**src/rtl/awmc_pkg.sv**
```systemverilog
// Shared stage codes and agitation phase type for the washing-machine actuator path.
package awmc_pkg;

  localparam logic [2:0] STG_FILL  = 3'd0;
  localparam logic [2:0] STG_WASH  = 3'd1;
  localparam logic [2:0] STG_DRAIN = 3'd2;
  localparam logic [2:0] STG_RINSE = 3'd3;
  localparam logic [2:0] STG_SPIN  = 3'd4;
  localparam logic [2:0] STG_IDLE  = 3'd7;

  typedef enum logic [1:0] {FWD, GAP1, REV, GAP2} agit_phase_t;

  // Codes 0..4 are the stages that drive actuators; 5, 6 and 7 never do.
  function automatic logic is_active_stage(input logic [2:0] s);
    return s <= STG_SPIN;
  endfunction

endpackage

```
**src/rtl/awmc_beep_gen.sv**
```systemverilog
// Completion beeper: each trig pulse (re)starts a train of BEEP_N beeps, BEEP_ON high / BEEP_ON low.
module awmc_beep_gen #(
  parameter int BEEP_ON = 4,
  parameter int BEEP_N  = 3
) (
  input  logic clk,
  input  logic reset,
  input  logic trig,
  output logic buzzer
);

  localparam int CNT_W = $clog2(BEEP_ON + 1);
  localparam int NUM_W = $clog2(BEEP_N + 1);
  localparam logic [CNT_W-1:0] CNT_LAST = CNT_W'(BEEP_ON - 1);
  localparam logic [NUM_W-1:0] NUM_LAST = NUM_W'(BEEP_N - 1);

  logic             run;
  logic             hi;
  logic [CNT_W-1:0] cnt;
  logic [NUM_W-1:0] num;

  always_ff @(posedge clk) begin
    if (!reset) begin
      run    <= 1'b0;
      hi     <= 1'b0;
      cnt    <= '0;
      num    <= '0;
      buzzer <= 1'b0;
    end else if (trig) begin
      // Restart from beep 1; the first high cycle appears on the following edge.
      run    <= 1'b1;
      hi     <= 1'b1;
      cnt    <= '0;
      num    <= '0;
      buzzer <= 1'b0;
    end else if (run) begin
      buzzer <= hi;
      if (cnt == CNT_LAST) begin
        cnt <= '0;
        hi  <= !hi;
        if (!hi) begin
          if (num == NUM_LAST) run <= 1'b0;
          else                 num <= num + 1'b1;
        end
      end else begin
        cnt <= cnt + 1'b1;
      end
    end else begin
      buzzer <= 1'b0;
    end
  end

endmodule

```
**src/rtl/awmc_actuator_driver.sv**
```systemverilog
// Actuator driver: stage decode with dead-time, wash/rinse agitation, door interlock and completion buzzer.
module awmc_actuator_driver
  import awmc_pkg::*;
#(
  parameter int DEAD_CYC = 4,
  parameter int AGIT_ON  = 8,
  parameter int AGIT_GAP = 2,
  parameter int BEEP_ON  = 4,
  parameter int BEEP_N   = 3
) (
  input  logic       clk,
  input  logic       reset,
  input  logic [2:0] stage,
  input  logic       done,
  input  logic       door_closed,
  output logic       inlet_valve,
  output logic       drain_pump,
  output logic       motor_en,
  output logic       motor_dir,
  output logic       motor_fast,
  output logic       buzzer,
  output logic       fault
);

  localparam int DEAD_W   = $clog2(DEAD_CYC + 1);
  localparam int AGIT_MAX = (AGIT_ON > AGIT_GAP) ? AGIT_ON : AGIT_GAP;
  localparam int AGIT_W   = $clog2(AGIT_MAX + 1);
  localparam logic [DEAD_W-1:0] DEAD_LOAD = DEAD_W'(DEAD_CYC);
  localparam logic [AGIT_W-1:0] ON_LAST   = AGIT_W'(AGIT_ON - 1);
  localparam logic [AGIT_W-1:0] GAP_LAST  = AGIT_W'(AGIT_GAP - 1);

  logic [2:0]        stage_q;
  logic              done_q;
  logic [DEAD_W-1:0] dead_cnt;
  agit_phase_t       phase;
  logic [AGIT_W-1:0] agit_cnt;

  logic              stage_chg;
  logic              stage_entry;
  logic              fault_set;
  logic              fault_clr;
  logic              act_ok;
  logic              agit_run;
  logic              phase_last;
  agit_phase_t       phase_n;
  logic [AGIT_W-1:0] agit_cnt_n;
  logic [DEAD_W-1:0] dead_cnt_n;
  logic              fault_n;
  logic              agit_en;
  logic              agit_dir;
  logic              inlet_n;
  logic              pump_n;
  logic              en_n;
  logic              dir_n;
  logic              fast_n;

  always_comb begin
    stage_chg   = (stage != stage_q);
    stage_entry = stage_chg && is_active_stage(stage);
    fault_set   = !door_closed && is_active_stage(stage_q);
    fault_clr   = (stage_q == STG_IDLE) && door_closed;
    // Actuators drive only in a settled stage, past dead time, with no interlock fault.
    act_ok      = !stage_chg && (dead_cnt == '0) && !fault && !fault_set;
    agit_run    = act_ok && ((stage_q == STG_WASH) || (stage_q == STG_RINSE));
  end

  always_comb begin
    phase_n    = phase;
    agit_cnt_n = agit_cnt;
    agit_en    = 1'b0;
    agit_dir   = motor_dir;
    phase_last = (phase == FWD || phase == REV) ? (agit_cnt == ON_LAST)
                                                : (agit_cnt == GAP_LAST);
    // Direction flips on the last gap cycle so it never changes while the motor is moving.
    unique case (phase)
      FWD:  begin agit_en = 1'b1; agit_dir = 1'b0; end
      GAP1: agit_dir = phase_last ? 1'b1 : motor_dir;
      REV:  begin agit_en = 1'b1; agit_dir = 1'b1; end
      GAP2: agit_dir = phase_last ? 1'b0 : motor_dir;
    endcase
    if (stage_entry) begin
      phase_n    = FWD;
      agit_cnt_n = '0;
    end else if (agit_run) begin
      if (phase_last) begin
        agit_cnt_n = '0;
        unique case (phase)
          FWD:  phase_n = GAP1;
          GAP1: phase_n = REV;
          REV:  phase_n = GAP2;
          GAP2: phase_n = FWD;
        endcase
      end else begin
        agit_cnt_n = agit_cnt + 1'b1;
      end
    end
  end

  always_comb begin
    inlet_n = 1'b0;
    pump_n  = 1'b0;
    en_n    = 1'b0;
    dir_n   = 1'b0;
    fast_n  = 1'b0;
    if (act_ok) begin
      unique case (stage_q)
        STG_FILL:  inlet_n = 1'b1;
        STG_WASH:  begin en_n = agit_en; dir_n = agit_dir; end
        STG_DRAIN: pump_n = 1'b1;
        STG_RINSE: begin inlet_n = 1'b1; en_n = agit_en; dir_n = agit_dir; end
        STG_SPIN:  begin pump_n = 1'b1; en_n = 1'b1; fast_n = 1'b1; end
        default:   ;
      endcase
    end
    if (stage_entry)            dead_cnt_n = DEAD_LOAD;
    else if (dead_cnt != '0)    dead_cnt_n = dead_cnt - 1'b1;
    else                        dead_cnt_n = dead_cnt;
    if (fault_set)              fault_n = 1'b1;
    else if (fault_clr)         fault_n = 1'b0;
    else                        fault_n = fault;
  end

  // Registered state and outputs
  always_ff @(posedge clk) begin
    if (!reset) begin
      stage_q     <= STG_IDLE;
      done_q      <= 1'b0;
      dead_cnt    <= '0;
      phase       <= FWD;
      agit_cnt    <= '0;
      fault       <= 1'b0;
      inlet_valve <= 1'b0;
      drain_pump  <= 1'b0;
      motor_en    <= 1'b0;
      motor_dir   <= 1'b0;
      motor_fast  <= 1'b0;
    end else begin
      stage_q     <= stage;
      done_q      <= done;
      dead_cnt    <= dead_cnt_n;
      phase       <= phase_n;
      agit_cnt    <= agit_cnt_n;
      fault       <= fault_n;
      inlet_valve <= inlet_n;
      drain_pump  <= pump_n;
      motor_en    <= en_n;
      motor_dir   <= dir_n;
      motor_fast  <= fast_n;
    end
  end

  awmc_beep_gen #(
    .BEEP_ON (BEEP_ON),
    .BEEP_N  (BEEP_N)
  ) u_beep (
    .clk    (clk),
    .reset  (reset),
    .trig   (done && !done_q),
    .buzzer (buzzer)
  );

endmodule

```
**config.mk**
```make
export PLATFORM = sky130hd
export DESIGN_NAME = awmc_actuator_driver
export DESIGN_NICKNAME = d
export VERILOG_FILES = /design/src/rtl/awmc_pkg.sv /design/src/rtl/awmc_beep_gen.sv /design/src/rtl/awmc_actuator_driver.sv
export SDC_FILE = /design/constraint.sdc
export NUM_CORES = 1
export LEC_CHECK = 0
export ABC_AREA = 0
export CAP_MARGIN = 5
export CORE_ASPECT_RATIO = 0.8
export CORE_MARGIN = 2
export CORE_UTILIZATION = 55
export CTS_CLUSTER_DIAMETER = 40
export DETAILED_ROUTE_END_ITERATION = 6
export DONT_BUFFER_PORTS = 1
export PLACE_DENSITY = 0.7
export SYNTH_ARGS = -nofsm -noshare
export SYNTH_HDL_FRONTEND = slang
export SYNTH_HIERARCHICAL = 1
export SYNTH_SLANG_ARGS = --single-unit
```
**constraint.sdc**
```tcl
create_clock -name clk -period 1.6 [get_ports clk]
set_input_delay 0.32 -clock clk [delete_from_list [all_inputs] [get_ports clk]]
set_output_delay 0.32 -clock clk [all_outputs]
set_load 0.05 [all_outputs]
```
==> flow_summary.yaml, run 1 <==
status:
  outcome: "completed"
yosys:
  synth_top_area_frac: 0.383
  synth_commonest_cells: "dfxtp_1 (27), nor2_1 (12), a21oi_1 (10), ha_1 (10), inv_1 (9)"
  synthCells: 148
  synth_top_cell_by_area: "dfxtp_1"
  synth_seq_cells: 27
  synth_nets: 165
  synth_area_leaders: "dfxtp_1 (38%), ha_1 (8.9%), xnor2_1 (3.7%)"
  ys_types: 44
  synth_edf_count: 0
  synth_ff_type: "dfxtp_1"
  ys_seq_area_frac: 0.383
  yosysMostFrequentCell: "dfxtp_1"
  synthArstFlopShare: 0
  avgSynthCellArea_um2: 9.54
  ys_warn_count: 6
  netlist_area_mm2: 0.00141
routing:
  vias: 1064
  dr.pass1.iters: 4
  drt_iter0_drc: 30
  drc: 0
  ant_nets: 0
  avgViaCountPerCell: 5.35
  wirelength_mm: 2.57
  wire_per_inst_um: 12.9
timing:
  slew_headroom: 0.682
  min_period_ns: 1.55
  rsz0062_at_grt: "yes"
  drv_slew: 0
  setup_viol: 0
  whs_ns: 0.0516
  min_period_over_period: 0.967
  clock.fmax_mhz: 646
  setup_tns_ns: 0
  finalHoldViolCount: 0
  finClkSkew_ns: 0.0138
  worst_pin_slew_ns: 0.477
die:
  dieHeight_um: 49.3
  dieWidth_um: 60.7
  rows: 16
  start_util: 0.578
  die_area_mm2: 0.00299
  ios: 14
  core_area_mm2: 0.00244
cells_and_area:
  fin_area_mm2: 0.00163
  syn_to_final_growth_pct: 15.5
  multi_input_area_um2: 860
  seq_area_um2: 551
  num_antenna_cells: 0
  layout.nets: 181
  drive_above_1_share: 0.276
  final.fill_count: 208
min_path:
  hold_path.class: "primary input to flop"
setup_path:
  critPathLaunchType: "flop"
  critPathMaxFanout: 8
  setup.worst_path.end_class: "flop"
  path_class: "flop to flop"
  crit_arrival_ns: 1.81
  required_ns: 1.86
grt:
  grt_pass1_wl_mm: 4.35
  track_usage: 0.186
  grt_max_degree: 17
  grt_overflow_total: 0
  grt_pass1_vias: 1053
  grt_antenna_before_repair: 0
power_and_ir_drop:
  power_leakage_nw: 0.606
  max-vdd-ir-drop_uv: 691
  fin_total_pwr_mw: 1.23
  power_density_mw_per_mm2: 752
place:
  dp_hpwl_mm: 1.98
  placed_area_mm2: 0.00152
  portBuffers: 0
  gp_congestion: 0.823
clocking:
  worstSkewPairLatency_ns: 0.33
  path_clk_slew_ns: 0.16
  numClockSinks: 27
  cts_tree: "built"
  h-tree-depth: 1
  ctsRootBufferMaster: "clkbuf_4"
  hold_buffers: 0
  cts_made_buffers: 3
  clockBufferDepth: 2
run:
  maxCapViolCount: 0
==> registers in the layout (all words and copies together) (netlist names), 2 cells and up <==
register / flops
agit_cnt: 4
dead_cnt: 3
phase: 2
stage_q: 3
u_beep/cnt: 3
u_beep/num: 2
==> cell usage in the layout (no fill, tap or decap), types with 2 or more instances in the layout <==
cell        n
buf_4      15
a2111oi_4   2
inv_1       7
o21ai_0     6
ha_1        8
inv_2       2
and3_1      2
o21a_1      3
nand3b_1    3
nor2b_1     5
nand3_1     4
clkbuf_4    3
or4_1       2
nor3_1      2
nor3b_1     2
nand2_1     6
nand2b_1    5
xnor2_1     6
dfxtp_2     5
a21oi_1     9
dfxtp_1    21
nor2_1     12
nand4_1     2
or3_4       2
ha_4        2
xor2_1      2
==> worst max-delay path: stages (launching register included) <==
cell,delay [ns]
dfxtp_4,0.37
or3_4,0.39
a2111oi_4,0.38
o31ai_4,0.15
a311oi_2,0.19
==> per-layer routing <==
layer | part of all wire | wire length, um | up-vias | global-route usage
li1 | - | - | 546 | -
met1 | 0.49 | 1270 | 498 | 0.245
met2 | 0.47 | 1200 | 20 | 0.301
met3 | 0.037 | 95 | 0 | 0.0610
met4 | 0 | 0 | 0 | 0.0254
met5 | 0 | 0 | - | 0
==> final cells by class <==
| cell class | count | area share |
|---|---|---|
| Sequential cell | 27 | 0.337 |
| Clock buffer | 3 | 0.0138 |
| Multi-Input combinational cell | 108 | 0.527 |
| Tap cell | 36 | 0.0276 |
| Timing Repair Buffer | 15 | 0.0690 |
| Inverter | 9 | 0.0207 |
| Clock inverter | 1 | 0.00460 |
==> worst paths after layout <==
check	from	end	slack [ns]	cells after the start
setup / recovery	stage_q[0]	phase[0]	0.05	4
hold / removal	reset	stage_q[1]	0.05	1
setup reg to reg	stage_q[0]	phase[0]	0.05	4
hold reg to reg	u_beep/num[0]	u_beep/num[0]	0.47	2
==> cell families (layout without fill, tap and decap cells) <==
kind of cell	count (synthesis)	in the layout	share of synthesized area
and+or+nand+nor	59	59	0.255
adders and majority gates	10	10	0.0886
DFF	27	27	0.383
muxes	1	1	0.00709
buffers and inverters	13	28	0.0505
AOI/OAI and AO/OA	30	30	0.167
xor gates and xnor gates	8	8	0.0496
==> through the flow <==
step	worst slack [ns]	instances	utilization
after floorplan	-0.00409	148	-
final	0.0521	199	0.668
after global placement	0.00268	191	0.623
after detailed placement	-0.0888	191	0.623
after CTS	0.00305	197	0.648
after global routing	-0.0145	199	0.668
==> what timing repair did <==
action | in CTS | in global routing
hold endpoints to repair | 0 | 0
gates resized for setup | 7 | 10
pin swaps | 4 | 4
buffers inserted | 2 | 2
setup endpoints to repair | 8 | 14
==> power by group <==
| part | leakage [nW] | switching (mW) | internal [mW] |
|---|---|---|---|
| logic | 0.370 | 0.0961 | 0.109 |
| clock network | 0.0139 | 0.211 | 0.0957 |
| registers | 0.222 | 0.0207 | 0.694 |
No activity file was read; power rests on OpenSTA's default activity.
==> inputs of run 2 (changes only) <==
--- a/config.mk
+++ b/config.mk
@@ -8,12 +8,13 @@
 export ABC_AREA = 0
 export CAP_MARGIN = 5
 export CORE_ASPECT_RATIO = 0.8
-export CORE_MARGIN = 2
+export CORE_MARGIN = 3
 export CORE_UTILIZATION = 55
 export CTS_CLUSTER_DIAMETER = 40
 export DETAILED_ROUTE_END_ITERATION = 6
 export DONT_BUFFER_PORTS = 1
-export PLACE_DENSITY = 0.7
+export GPL_TIMING_DRIVEN = 0
+export PLACE_DENSITY = 0.82
 export SYNTH_ARGS = -nofsm -noshare
 export SYNTH_HDL_FRONTEND = slang
 export SYNTH_HIERARCHICAL = 1
==> run 2 against run 1 <==
  * The run now ends with setup timing left
  * Clock-buffer cell count did not move
  * Combinational power fell by 16%
  * Non-clock buffer count fell by 10
  * Via count fell by 1.3%
  * Die area up 7.5%
  * Final area shrank 4.4%
  * Largest cell class unchanged
  * Largest power group unchanged
  * Highest routed layer is now met4
==> flow_summary.yaml, run 2 (synthesis gave the netlist of run 1 again) <==
clocking:
  hold_buffers: 0
  clockBufferDepth: 2
  cts_made_buffers: 3
  ctsRootBufferMaster: "clkbuf_4"
  h-tree-depth: 1
  worstSkewPairLatency_ns: 0.32
  numClockSinks: 27
  cts_tree: "built"
  path_clk_slew_ns: 0.14
power_and_ir_drop:
  power_leakage_nw: 0.569
  fin_total_pwr_mw: 1.18
  max-vdd-ir-drop_uv: 584
  power_density_mw_per_mm2: 757
timing:
  rsz0062_at_grt: "yes"
  worst_pin_slew_ns: 0.659
  worst_slack_ns: -0.000504
  setup_viol: 1
  finClkSkew_ns: 0.00767
  slew_headroom: 0.560
  min_period_ns: 1.60
  finalHoldViolCount: 0
  min_period_over_period: 1.00
  whs_ns: 0.0616
  drv_slew: 0
  clock.fmax_mhz: 625
die:
  die_area_mm2: 0.00322
  dieWidth_um: 62.7
  rows: 15
  ios: 14
  start_util: 0.617
  dieHeight_um: 51.3
  core_area_mm2: 0.00229
routing:
  drc: 0
  dr.pass1.iters: 4
  wirelength_mm: 2.52
  avgViaCountPerCell: 5.61
  drt_iter0_drc: 42
  ant_nets: 0
  vias: 1050
  wire_per_inst_um: 13.5
setup_path:
  crit_cells: 4
  cpLargestDelayFamily: "compound AO/OA/AOI/OAI gates"
  reg2reg_from: "stage_q[0]"
  crit_arrival_ns: 1.85
  required_ns: 1.85
  critical-path-max-stage-delay_ns: 0.46
  critPathSlowestCell: "a2111oi_4"
  path_class: "flop to flop"
  setup.worst_path.end_class: "flop"
  critPathMaxFanout: 8
  startpoint: "stage_q[0]"
  path_cells: "or3_4, a2111oi_4, o31ai_4, a311oi_2"
  critPathLaunchType: "flop"
  worstPathBufferInverterCount: 0
  reg2reg_depth: 4
cells_and_area:
  layout.nets: 171
  final.fill_count: 198
  drive_above_1_share: 0.229
  layout_common_cells: "dfxtp_1 (20), nor2_1 (12), a21oi_1 (9), ha_1 (8)"
  regMostFlops: "agit_cnt"
  multi_input_area_um2: 861
  largest_register_ffs: 4
  num_antenna_cells: 0
  syn_to_final_growth_pct: 10.4
  seq_area_um2: 549
  final_common_cell: "dfxtp_1"
grt:
  grt_pass1_wl_mm: 4.53
  grt_pass1_vias: 1020
  grt_max_degree: 16
  track_usage: 0.179
  grt_antenna_before_repair: 0
  grt_overflow_total: 0
min_path:
  hp-start: "reset"
  min_path_cells: 1
  hold_path.class: "primary input to flop"
run:
  maxCapViolCount: 0
place:
  dp_hpwl_mm: 1.92
  portBuffers: 0
  dp_slack_ns: -0.144
  gp_congestion: 0.775
status:
  violations: "setup timing"
  outcome: "finished, violations left"
==> run 2: final cells by class <==
cell class | count | share of cell area
buffer | 4 | 0.0241
clock buffer | 3 | 0.0144
clock inverter | 1 | 0.00321
inverter | 9 | 0.0217
multi-input combinational | 108 | 0.552
sequential | 27 | 0.352
tap | 34 | 0.0273
timing repair buffer | 1 | 0.00482
==> run 2: through the flow <==
| stage | instance area (um2) | TNS [ns] | utilization | std cells |
|---|---|---|---|---|
| floorplan | 1430 | -0.00409 | - | 148 |
| global placement | 1470 | -0.386 | 0.644 | 182 |
| detailed placement | 1470 | -0.645 | 0.644 | 182 |
| CTS | 1530 | 0 | 0.669 | 187 |
| global route | 1560 | -0.256 | 0.681 | 187 |
| finish | 1560 | -0.000504 | 0.681 | 187 |
==> run 2: layer usage <==
layer,routed length [um],global-route usage
met1,1220,0.217
met2,1180,0.308
met3,97,0.0571
met4,17,0.0476
met5,0,0
==> run 2: where the power goes <==
group          internal [mW]  switching [mW]  total [mW]
Combinational         0.0882          0.0851       0.173
Clock                 0.0937           0.194       0.288
Sequential             0.695          0.0242       0.719
==> run 2: worst paths after layout <==
kind,to,slack (ns)
max,phase[0],-0.0005
min,stage_q[1],0.06
max reg2reg,phase[0],-0.0005
min reg2reg,u_beep/num[0],0.50
==> run 2: repair_timing <==
action,CTS,global route
gates resized for setup,10,8
pin swaps,3,4
endpoints found under the setup margin,11,9
buffers inserted,1,0
